**src/rtl/square_recon.sv**
```systemverilog
// Radicand reconstruction: data_out = sqr_root^2 + remainder via an LSB-first shift-add multiplier.
// Define SQR_RECON_CHECK_EN to build the remainder legality comparator that drives rem_err.
module square_recon #(
   parameter int ROOT_W = 8
) (
   input  logic                  clk,
   input  logic                  rst_n,
   input  logic [2:0]            mode,
   input  logic                  start,
   input  logic [ROOT_W-1:0]     sqr_root,
   input  logic [ROOT_W:0]       remainder,
   output logic [2*ROOT_W-1:0]   data_out,
   output logic                  overflow,
   output logic                  rem_err,
   output logic                  busy,
   output logic                  finish
);

   localparam int ACC_W = 2*ROOT_W + 1;
   localparam int CNT_W = (ROOT_W > 1) ? $clog2(ROOT_W) : 1;
   localparam logic [CNT_W-1:0] CNT_LAST = CNT_W'(ROOT_W - 1);

   typedef enum logic [1:0] {IDLE, MUL, ADD} state_t;

   state_t              state;
   logic [ROOT_W-1:0]   mcand;
   logic [ROOT_W-1:0]   mplier;
   logic [ROOT_W:0]     rem_q;
   logic [ACC_W-1:0]    acc;
   logic [CNT_W-1:0]    cnt;
   logic [ACC_W-1:0]    partial;
   logic [ACC_W-1:0]    sum;

   // One extra accumulator bit keeps the carry of the final add visible as overflow.
   assign partial = mplier[0] ? (ACC_W'(mcand) << cnt) : '0;
   assign sum     = acc + ACC_W'(rem_q);

`ifdef SQR_RECON_CHECK_EN
   logic sq_only;
`else
   assign rem_err = 1'b0;
`endif

   // NOTE: all state below is updated with non-blocking assignments so every register samples pre-edge values.
   always_ff @(posedge clk or negedge rst_n) begin
      if (!rst_n) begin
         state    <= IDLE;
         mcand    <= '0;
         mplier   <= '0;
         rem_q    <= '0;
         acc      <= '0;
         cnt      <= '0;
         data_out <= '0;
         overflow <= 1'b0;
         busy     <= 1'b0;
         finish   <= 1'b0;
`ifdef SQR_RECON_CHECK_EN
         sq_only  <= 1'b0;
         rem_err  <= 1'b0;
`endif
      end else begin
         finish <= 1'b0;
         case (state)
            IDLE: begin
               if (start) begin
                  mcand  <= sqr_root;
                  mplier <= sqr_root;
                  rem_q  <= (mode == 3'd1) ? '0 : remainder;
                  acc    <= '0;
                  cnt    <= '0;
                  busy   <= 1'b1;
                  state  <= MUL;
`ifdef SQR_RECON_CHECK_EN
                  sq_only <= (mode == 3'd1);
`endif
               end
            end
            MUL: begin
               acc    <= acc + partial;
               mplier <= mplier >> 1;
               cnt    <= cnt + CNT_W'(1);
               if (cnt == CNT_LAST) state <= ADD;
            end
            ADD: begin
               data_out <= sum[2*ROOT_W-1:0];
               overflow <= sum[ACC_W-1];
`ifdef SQR_RECON_CHECK_EN
               rem_err  <= !sq_only && (rem_q > {mcand, 1'b0});
`endif
               finish   <= 1'b1;
               busy     <= 1'b0;
               state    <= IDLE;
            end
            default: state <= IDLE;
         endcase
      end
   end

endmodule

```
**config.mk**
```make
export PLATFORM = sky130hd
export DESIGN_NAME = square_recon
export DESIGN_NICKNAME = d
export VERILOG_FILES = /design/src/rtl/square_recon.sv
export SDC_FILE = /design/constraint.sdc
export NUM_CORES = 1
export LEC_CHECK = 0
export ABC_AREA = 1
export ABC_CLOCK_PERIOD_IN_PS = 2700
export BUFFER_PORTS_ARGS = -buffer_cell sky130_fd_sc_hd__buf_2
export CAP_MARGIN = 10
export CELL_PAD_IN_SITES_DETAIL_PLACEMENT = 2
export CELL_PAD_IN_SITES_GLOBAL_PLACEMENT = 2
export CORE_UTILIZATION = 30
export DETAILED_ROUTE_END_ITERATION = 8
export PLACE_DENSITY = 0.72
export SETUP_SLACK_MARGIN = 0.15
export SLEW_MARGIN = 40
export SYNTH_ARGS = -nofsm -noshare
export SYNTH_HDL_FRONTEND = slang
export SYNTH_SLANG_ARGS = --single-unit
```
**constraint.sdc**
```tcl
create_clock -name clk -period 2.7 [get_ports clk]
set_clock_uncertainty 0.2 [all_clocks]
set_input_delay 0.135 -clock clk [delete_from_list [all_inputs] [get_ports clk]]
set_output_delay 0.135 -clock clk [all_outputs]
set_load 0.1 [all_outputs]
```
==> results of run 1 <==
power by group through the flow:
stage | clock, mW | combinational, mW | sequential, mW
6_report | 1.24 | 5.31 | 1.86
5_1_grt | 1.29 | 5.83 | 1.92
4_1_cts | 1.25 | 4.55 | 1.81
3_5_place_dp | 0 | 4.25 | 1.84
3_3_place_gp | 0 | 4.04 | 1.81
2_1_floorplan | 0 | 2.51 | 2.47
critical path, stage by stage (launching register included):
cell,delay (ns)
dfrtp_2,0.43
buf_6,0.16
o21ai_4,0.18
nand2_1,0.11
o21ai_2,0.12
o22ai_4,0.13
ha_4,0.28
nand2_1,0.10
nand2_1,0.12
a21oi_2,0.14
nand2_2,0.09
o21ai_0,0.30
nand2_1,0.08
logic make-up (layout without fill, tap and decap cells):
family | after synthesis | count (layout) | synth area share [%]
other cells | 1 | 1 | 0.0829
buf+inv | 114 | 187 | 10.6
fa+ha+maj | 28 | 28 | 8.07
simple gates | 388 | 388 | 36.1
compound gates | 67 | 67 | 8.02
xor+xnor | 3 | 3 | 0.581
flops | 66 | 66 | 36.5
final cells by class:
class | count | area [um^2] | share of cell area (%)
inverters | 95 | 360 | 6.15
repair buffers | 76 | 533 | 9.09
clock inverters | 7 | 76.3 | 1.30
flip-flops and latches | 66 | 1650 | 28.2
multi-input cells | 487 | 2780 | 47.5
clock buffers | 9 | 225 | 3.84
well taps | 184 | 230 | 3.93
through the flow:
step           TNS [ns]  power, mW
6_report              0       8.41
5_1_grt               0       9.04
4_1_cts               0       7.62
3_5_place_dp     -0.522       6.09
3_3_place_gp          0       5.85
2_1_floorplan         0       4.98
how the worst max path moves through the flow:
stage                 from      end  slack, ns  cells after the start
global route        cnt[0]  acc[12]      0.005                     15
CTS                 cnt[0]  acc[14]       0.15                     14
global placement    cnt[0]  acc[16]       0.04                     14
detailed placement  cnt[0]  acc[13]      -0.11                     13
floorplan           cnt[0]  acc[16]       0.35                     17
finish              cnt[0]   acc[7]       0.12                     12
state kept, by name, summed over array words and instances (netlist names):
signal    flops
data_out     16
overflow      1
busy          1
finish        1
mcand         8
cnt           3
state         2
mplier        8
rem_q         9
acc          17
timing repair:
item | 4_1_cts | 5_1_grt
hold endpoints to repair | 47 | 0
endpoints found under the setup margin | 13 | 13
resized for setup | 20 | 78
buffers inserted | 6 | 4
pin swaps | 5 | 20
hold buffers | 18 | 0
routing by layer:
layer	up-vias	wire length (um)
met5	-	0
met4	0	235
met3	17	362
met2	45	8690
met1	2277	7070
li1	2222	-
cells in the final DEF (no fill, tap or decap), types with 9 or more instances in the layout:
cell type      synthesis  final
dlygate4sd3_1          0     18
buf_4                  4     14
o21ai_0               30     21
nand2_1              274    252
nand3_1               56     56
ha_4                   0     10
ha_1                  26     14
inv_1                 81     80
nor2_1                27     20
clkbuf_16              0      9
a21oi_1               20     12
buf_2                  5     41
dfrtp_1               66     65
inv_2                 11     12
nand2_2                9     30
==> results.py, run 1 <==
metrics = {
    "worst_setup_path": {
        "reg2reg_depth": 12,
        "crit_required_ns": 2.73,
        "worstSetupPathType": "flop to flop",
        "worstPathMaxFanout": 9,
        "reg2reg_from": "cnt[0]",
        "critPathCaptureType": "flop",
        "reg2reg_to": "acc[7]",
        "start_kind": "flop",
        "crit_arrival_ns": 2.60,
        "rrSetupSlack_ns": 0.12,
    },
    "logic_synthesis": {
        "yosys.area.top_type": "dfrtp_1",
        "synth_most_common_cell": "nand2_1",
        "synth_area_leaders": "dfrtp_1 36%, nand2_1 23%, ha_1 7.2%, inv_1 6.7%, nand3_1 6.2%",
        "synth_cell_type_count": 35,
        "avgSynthCellArea_um2": 6.78,
        "yosysSeqAreaShare_pct": 36.5,
        "yosys_warnings": 0,
        "synth_area_mm2": 0.00453,
        "synthFlopType": "dfrtp_1",
        "netlist_instances": 667,
        "syn_nets": 718,
        "synth_top_area_share_pct": 36.5,
        "yosys_register_bits": 66,
        "synth-edff-count": 0,
        "synthTopCellsByCount": "274 x nand2_1, 81 x inv_1, 66 x dfrtp_1",
        "async_flop_share_pct": 100,
    },
    "global_routing": {
        "grt_max_degree": 45,
        "gr-usage-met3_pct": 3.78,
        "grt_pass1_wl_um": 25800,
        "grtUsageTotal_pct": 21.1,
        "grt_overflow_total": 0,
        "use_met1_pct": 25.6,
        "grt_pass1_vias": 5017,
        "grt_util_met2_pct": 38.5,
        "antenna_found_initial": 0,
        "busiest_layer": "met2",
    },
    "drt": {
        "first_pass_iters": 8,
        "avgRoutedWirePerCell_um": 17.7,
        "drt_wl_total_um": 16400,
        "ant_nets": 0,
        "dr.first_iter.drc_count": 140,
        "via_count": 4561,
        "drc": 14,
        "avgViaCountPerCell": 4.94,
    },
    "power_and_ir_drop": {
        "p_seq_share_pct": 22.1,
        "p_switching_mw": 4.56,
        "power.density_mw_per_mm2": 1440,
        "p_sw_share_pct": 54.2,
        "p_leak_nw": 3.08,
        "internal-power_mw": 3.85,
        "combPwrFrac_pct": 63.1,
        "p_clk_share_pct": 14.8,
        "irDropWorstVdd_v": 0.000432,
    },
    "sta": {
        "slew_violations": 0,
        "relSlewSlack_pct": 54.3,
        "min_period_ns": 2.58,
        "rsz0062_at_grt": "true",
        "finalSetupViolations": 0,
        "fin_crit_sh_pct": 95.4,
        "hold_slack_ns": 0.0377,
        "finalWorstSetupSlack_ns": 0.124,
        "tightest_slew_ns": 0.684,
        "finalHoldViolCount": 0,
        "fmax_ghz": 0.388,
    },
    "placed_design": {
        "placed_area_mm2": 0.00490,
        "gp_congestion": 0.823,
        "dp.cells": 880,
        "pre_cts_slack_ns": -0.114,
        "place_hpwl_um": 11400,
        "port_buffers": 41,
    },
    "worst_hold_path": {
        "min_path_cells": 3,
        "worstHoldStart": "start",
        "hold_path.class": "primary input to flop",
        "min_to": "state[0]",
    },
    "die": {
        "dieHeight_um": 125,
        "core_area_mm2": 0.0146,
        "io_pins": 43,
        "die_w_um": 125,
        "start_util_pct": 30.9,
        "row_count": 44,
        "dieArea_mm2": 0.0156,
    },
    "run": {
        "maxCapViolations": 0,
    },
    "clocking": {
        "clock_latency_ns": 0.35,
        "clock_tree.buffer_depth": 2,
        "cts_tree": "yes",
        "numCtsBuffers": 9,
        "htreeDepth": 3,
        "cts.clk_slew.worst_paths_ns": 0.06,
        "cts-root-buf": "clkbuf_16",
        "cts.sinks": 66,
    },
    "layout": {
        "nFillCells": 1710,
        "diodes": 0,
        "drive_above_1_share_pct": 23.5,
        "fin_nets": 786,
        "stdcell_count": 924,
        "fin_util_pct": 40.0,
        "area_delta_synth_final_pct": 29.5,
        "design_area_mm2": 0.00586,
    },
    "outcome": {
        "violations": "design-rule violations",
        "status": "finished with violations",
    },
}
No activity file was read; power rests on OpenSTA's default activity.
==> inputs of run 2 (changes only) <==
ABC_CLOCK_PERIOD_IN_PS = 2400   (was 2700)
clock period = 2.4 ns   (was 2.7 ns; I/O delays follow)
==> results.py, run 2 (same netlist as run 1, synthesis figures left out) <==
metrics = {
    "outcome": {
        "status": "finished with violations",
        "violations": "design-rule violations, negative setup slack",
    },
    "sta": {
        "fin_crit_sh_pct": 107,
        "rsz0062_at_grt": "true",
        "finalWorstSetupSlack_ns": -0.179,
        "slew_violations": 0,
        "finalSetupViolations": 11,
        "finalHoldViolCount": 0,
        "tns_ns": -0.854,
        "tightest_slew_ns": 0.680,
        "min_period_ns": 2.58,
        "relSlewSlack_pct": 54.6,
        "fmax_ghz": 0.388,
    },
    "worst_setup_path": {
        "crit_arrival_ns": 2.62,
        "worstPathMaxFanout": 6,
        "start_kind": "flop",
        "reg2reg_from": "cnt[0]",
        "rrSetupSlack_ns": -0.18,
        "reg2reg_depth": 15,
        "critPathCaptureType": "flop",
        "crit_required_ns": 2.44,
        "worstSetupPathType": "flop to flop",
        "reg2reg_to": "acc[14]",
    },
    "placed_design": {
        "place_hpwl_um": 11500,
        "placed_area_mm2": 0.00505,
        "pre_cts_slack_ns": -0.204,
        "gp_congestion": 0.857,
        "port_buffers": 41,
    },
    "drt": {
        "avgViaCountPerCell": 5.06,
        "dr.first_iter.drc_count": 184,
        "drc": 18,
        "ant_nets": 0,
        "drt_wl_total_um": 19100,
        "avgRoutedWirePerCell_um": 20.1,
        "first_pass_iters": 6,
        "via_count": 4789,
    },
    "clocking": {
        "numCtsBuffers": 9,
        "cts.sinks": 66,
        "clock_tree.buffer_depth": 2,
        "cts.clk_slew.worst_paths_ns": 0.06,
        "cts_tree": "yes",
        "htreeDepth": 3,
        "clock_latency_ns": 0.36,
        "cts-root-buf": "clkbuf_16",
    },
    "power_and_ir_drop": {
        "p_total_mw": 10.8,
        "p_leak_nw": 3.29,
        "irDropWorstVdd_v": 0.000674,
        "power.density_mw_per_mm2": 1690,
    },
    "layout": {
        "design_area_mm2": 0.00637,
        "final_cell_mix": "215 x nand2_1, 75 x inv_1, 65 x dfrtp_1",
        "top_register": "acc",
        "final_common_cell": "nand2_1",
        "diodes": 0,
        "largest_register_ffs": 17,
        "fin_nets": 809,
        "top_regs": "acc: 17 flops, data_out: 16 flops, rem_q: 9 flops",
        "area_delta_synth_final_pct": 40.7,
        "drive_above_1_share_pct": 33.8,
    },
    "global_routing": {
        "antenna_found_initial": 0,
        "grt_pass1_vias": 5255,
        "grt_overflow_total": 0,
        "grt_pass1_wl_um": 26100,
        "grtUsageTotal_pct": 21.3,
        "grt_max_degree": 42,
    },
    "die": {
        "start_util_pct": 30.9,
        "dieHeight_um": 125,
        "dieArea_mm2": 0.0156,
        "die_w_um": 125,
        "core_area_mm2": 0.0146,
        "io_pins": 43,
        "row_count": 44,
    },
    "run": {
        "maxCapViolations": 0,
    },
    "worst_hold_path": {
        "hold_path.class": "primary input to flop",
        "min_path_cells": 4,
        "worstHoldStart": "start",
        "min_to": "busy",
    },
}
==> run 2: cell count changes in the layout (fill, tap and decap cells not counted), sizes merged <==
cell,delta
clkinv,-2
clkbuf,+3
buf,+23
inv,-1
==> run 2: where the power goes <==
group,switching [mW],internal (mW)
clock network,0.554,0.860
registers,0.534,1.60
logic,4.77,2.45
total,5.86,4.91
==> run 2: what timing repair did <==
action | 4_1_cts | 5_1_grt
resized for setup | 84 | 100
setup endpoints to repair | 14 | 19
setup buffers | 6 | 8
hold endpoints to repair | 50 | 0
hold buffers | 18 | 0
gates cloned | 1 | 0
pin swaps | 29 | 66
==> run 2: cell type report <==
| cell class | instances | area (um^2) |
|---|---|---|
| clock buffer | 12 | 256 |
| timing repair buffer | 99 | 713 |
| tap | 184 | 230 |
| fill | 1652 | 8280 |
| inverter | 95 | 369 |
| clock inverter | 4 | 50.0 |
| multi-input combinational | 487 | 3090 |
| sequential | 66 | 1650 |
==> run 2: how the worst max path moves through the flow <==
stage                          to  startpoint  slack (ns)  cells after the start
final                     acc[14]      cnt[0]       -0.18                     15
after global routing      acc[14]      cnt[0]       -0.28                     16
after CTS                 acc[13]      cnt[0]       -0.04                     13
after detailed placement  acc[13]      cnt[0]       -0.20                     14
after global placement    acc[15]      cnt[0]       -0.12                     16
after floorplan           acc[16]      cnt[0]        0.15                     18
==> run 2: metrics by stage <==
| step | hold WS (ns) | instances | utilization (%) |
|---|---|---|---|
| floorplan | -0.376 | 667 | - |
| global route | 0.0907 | 947 | 43.5 |
| detailed placement | -0.0310 | 898 | 34.5 |
| CTS | 0.0770 | 939 | 40.2 |
| global placement | -0.0419 | 898 | 34.5 |
| finish | 0.0738 | 947 | 43.5 |
==> run 2: worst max-delay path, cell delays in order, from the launching register on <==
cell and delay [ns]:
dfrtp_1 0.44, buf_6 0.19, o21ai_4 0.18, nand2_2 0.07, nand2_2 0.15, o22ai_4 0.10, ha_4 0.34, nand2_4 0.07
inv_4 0.08, nand2_4 0.06, nor3_2 0.19, nand2_1 0.10, nand2_1 0.09, nand2_1 0.07, nand3_1 0.08, nand2_1 0.05
==> run 2: metal layers <==
metal  share of wire [%]  wire length, um  vias up  track usage, %
li1                    -                -     2265               -
met1                  42             7960     2417            24.2
met2                  54            10300       80            40.1
met3                 2.3              446       27            3.52
met4                 2.0              384        0            6.96
met5                   0                0        -               0
==> inputs of run 3 (changes only) <==
CTS_BUF_LIST = sky130_fd_sc_hd__clkbuf_2   (was default)
==> results.py, run 3 (same netlist as run 1, synthesis figures left out) <==
metrics = {
    "drt": {
        "first_pass_iters": 6,
        "avgViaCountPerCell": 5.05,
        "via_count": 4844,
        "dr.first_iter.drc_count": 184,
        "ant_nets": 0,
        "avgRoutedWirePerCell_um": 19.5,
        "drc": 18,
        "drt_wl_total_um": 18700,
    },
    "die": {
        "dieHeight_um": 125,
        "start_util_pct": 30.9,
        "row_count": 44,
        "core_area_mm2": 0.0146,
        "io_pins": 43,
        "die_w_um": 125,
        "dieArea_mm2": 0.0156,
    },
    "worst_setup_path": {
        "cpMostUsedCell": "nand2_1",
        "cp_slowest_cell": "dfrtp_2",
        "cpPeakStageDelay_ns": 0.49,
        "crit_chain": "buf_6 > nand2_2 > o21ai_4 > nand2_1 > nand2_2 > o22ai_2 > ha_4 > nand2_1 > inv_2 > nand2_1 > nand2_2 > a21oi_2 > nand2_1 > nand2_1 > nand3_1 > nand2_1",
        "worstPathMaxFanout": 6,
        "start_kind": "flop",
        "worstSetupPathType": "flop to flop",
        "crit_arrival_ns": 2.88,
        "crit_required_ns": 2.73,
        "critPathCaptureType": "flop",
    },
    "sta": {
        "slew_violations": 0,
        "finalHoldViolCount": 0,
        "fin_crit_sh_pct": 106,
        "finalWorstSetupSlack_ns": -0.153,
        "hold_slack_ns": 0.109,
        "finalSetupViolations": 9,
        "tightest_slew_ns": 0.647,
        "relSlewSlack_pct": 56.9,
        "min_period_ns": 2.55,
        "rsz0062_at_grt": "true",
        "fmax_ghz": 0.392,
    },
    "clocking": {
        "clock_latency_ns": 0.60,
        "cts_tree": "yes",
        "cts.clk_slew.worst_paths_ns": 0.19,
        "numCtsBuffers": 9,
        "cts.sinks": 66,
        "htreeDepth": 3,
        "clock_tree.buffer_depth": 2,
        "cts-root-buf": "clkbuf_2",
    },
    "layout": {
        "nFillCells": 1679,
        "multiInputGateArea_mm2": 0.00306,
        "final_cell_mix": "218 x nand2_1, 74 x inv_1, 64 x dfrtp_1",
        "final_common_cell": "nand2_1",
        "area_delta_synth_final_pct": 38.5,
        "top_regs": "acc: 17 flops, data_out: 16 flops, rem_q: 9 flops",
        "top_register": "acc",
        "drive_above_1_share_pct": 32.6,
        "final-seq-area_mm2": 0.00165,
        "largest_register_ffs": 17,
        "fin_nets": 821,
        "stdcell_count": 960,
    },
    "global_routing": {
        "grt_max_degree": 42,
        "antenna_found_initial": 1,
        "grtUsageTotal_pct": 22.0,
        "grt_pass1_wl_um": 26900,
        "grt_overflow_total": 0,
        "grt_pass1_vias": 5378,
    },
    "power_and_ir_drop": {
        "p_sw_share_pct": 57.2,
        "irDropWorstVdd_v": 0.000456,
        "internal-power_mw": 4.20,
        "p_switching_mw": 5.63,
        "power.density_mw_per_mm2": 1570,
        "p_leak_nw": 3.22,
        "p_seq_share_pct": 21.6,
        "combPwrFrac_pct": 71.3,
        "p_clk_share_pct": 7.1,
    },
    "placed_design": {
        "pre_cts_slack_ns": -0.204,
        "place_hpwl_um": 11500,
        "gp_congestion": 0.857,
        "port_buffers": 41,
        "dp.cells": 898,
    },
    "run": {
        "maxCapViolations": 0,
    },
    "outcome": {
        "status": "finished with violations",
        "violations": "design-rule violations, negative setup slack",
    },
    "worst_hold_path": {
        "hold_path.class": "primary input to flop",
    },
}
==> run 3: changes by cell type in the layout (fill, tap and decap cells not counted), sizes merged <==
cell         change
buf              -1
clkbuf           -2
clkinv           +2
diode            +1
dlygate4sd3     +13
==> run 3: per-layer routing <==
layer,up-vias,wire [um],global-route usage [%]
li1,2291,-,-
met2,81,10100,42.0
met1,2435,7590,24.5
met4,0,453,6.74
met3,37,534,3.99
met5,-,0,0
==> run 3: power groups by stage <==
stage	logic, mW	clock network, mW	registers [mW]
floorplan	2.87	0	2.78
global placement	4.90	0	2.00
detailed placement	5.12	0	2.03
CTS	5.69	0.741	2.04
global route	7.55	0.766	2.19
finish	7.01	0.696	2.12
==> run 3: final timing paths <==
path / start / end / slack [ns] / depth (start not counted)
setup / recovery: cnt[0] / acc[13] / -0.15 / 16
hold reg to reg: data_out[0] / data_out[0] / 0.30 / 2
max in group asynchronous: rst_n / cnt[0] / 1.34 / 4
setup reg to reg: cnt[0] / acc[13] / -0.15 / 16
hold / removal: sqr_root[4] / mcand[4] / 0.11 / 4
min in group asynchronous: rst_n / finish / 0.35 / 4
==> run 3: through the flow <==
step | power (mW) | utilization [%] | area, um^2 | setup TNS (ns)
global route | 10.5 | 42.8 | 6270 | -1.94
detailed placement | 7.16 | 34.5 | 5050 | -1.48
floorplan | 5.65 | - | 4550 | 0
finish | 9.83 | 42.8 | 6270 | -0.473
global placement | 6.91 | 34.5 | 5050 | -0.612
CTS | 8.47 | 39.2 | 5750 | -0.0101
==> run 3: worst max-delay path: cells and delay by family (launching register included) <==
kind,cells,cell delay [ns]
AOI/OAI and AO/OA,3,0.45
DFF,1,0.49
buffers and inverters,2,0.22
and+or+nand+nor,10,0.91
adders and majority gates,1,0.25
==> run 3: final cells by class <==
class	count	share of cell area (%)
antenna	1	0.0399
sequential	66	26.4
clock buffer	10	0.799
multi-input combinational	487	48.8
inverter	95	5.77
tap	184	3.67
clock inverter	6	0.919
timing repair buffer	111	13.6
==> run 3: repair_timing <==
| item | 4_1_cts | 5_1_grt |
|---|---|---|
| pin swaps | 32 | 45 |
| setup endpoints to repair | 15 | 27 |
| endpoints found under the hold margin | 113 | 0 |
| hold buffers | 32 | 0 |
| gates resized for setup | 69 | 107 |
| gates cloned | 0 | 1 |
| buffers inserted | 3 | 9 |
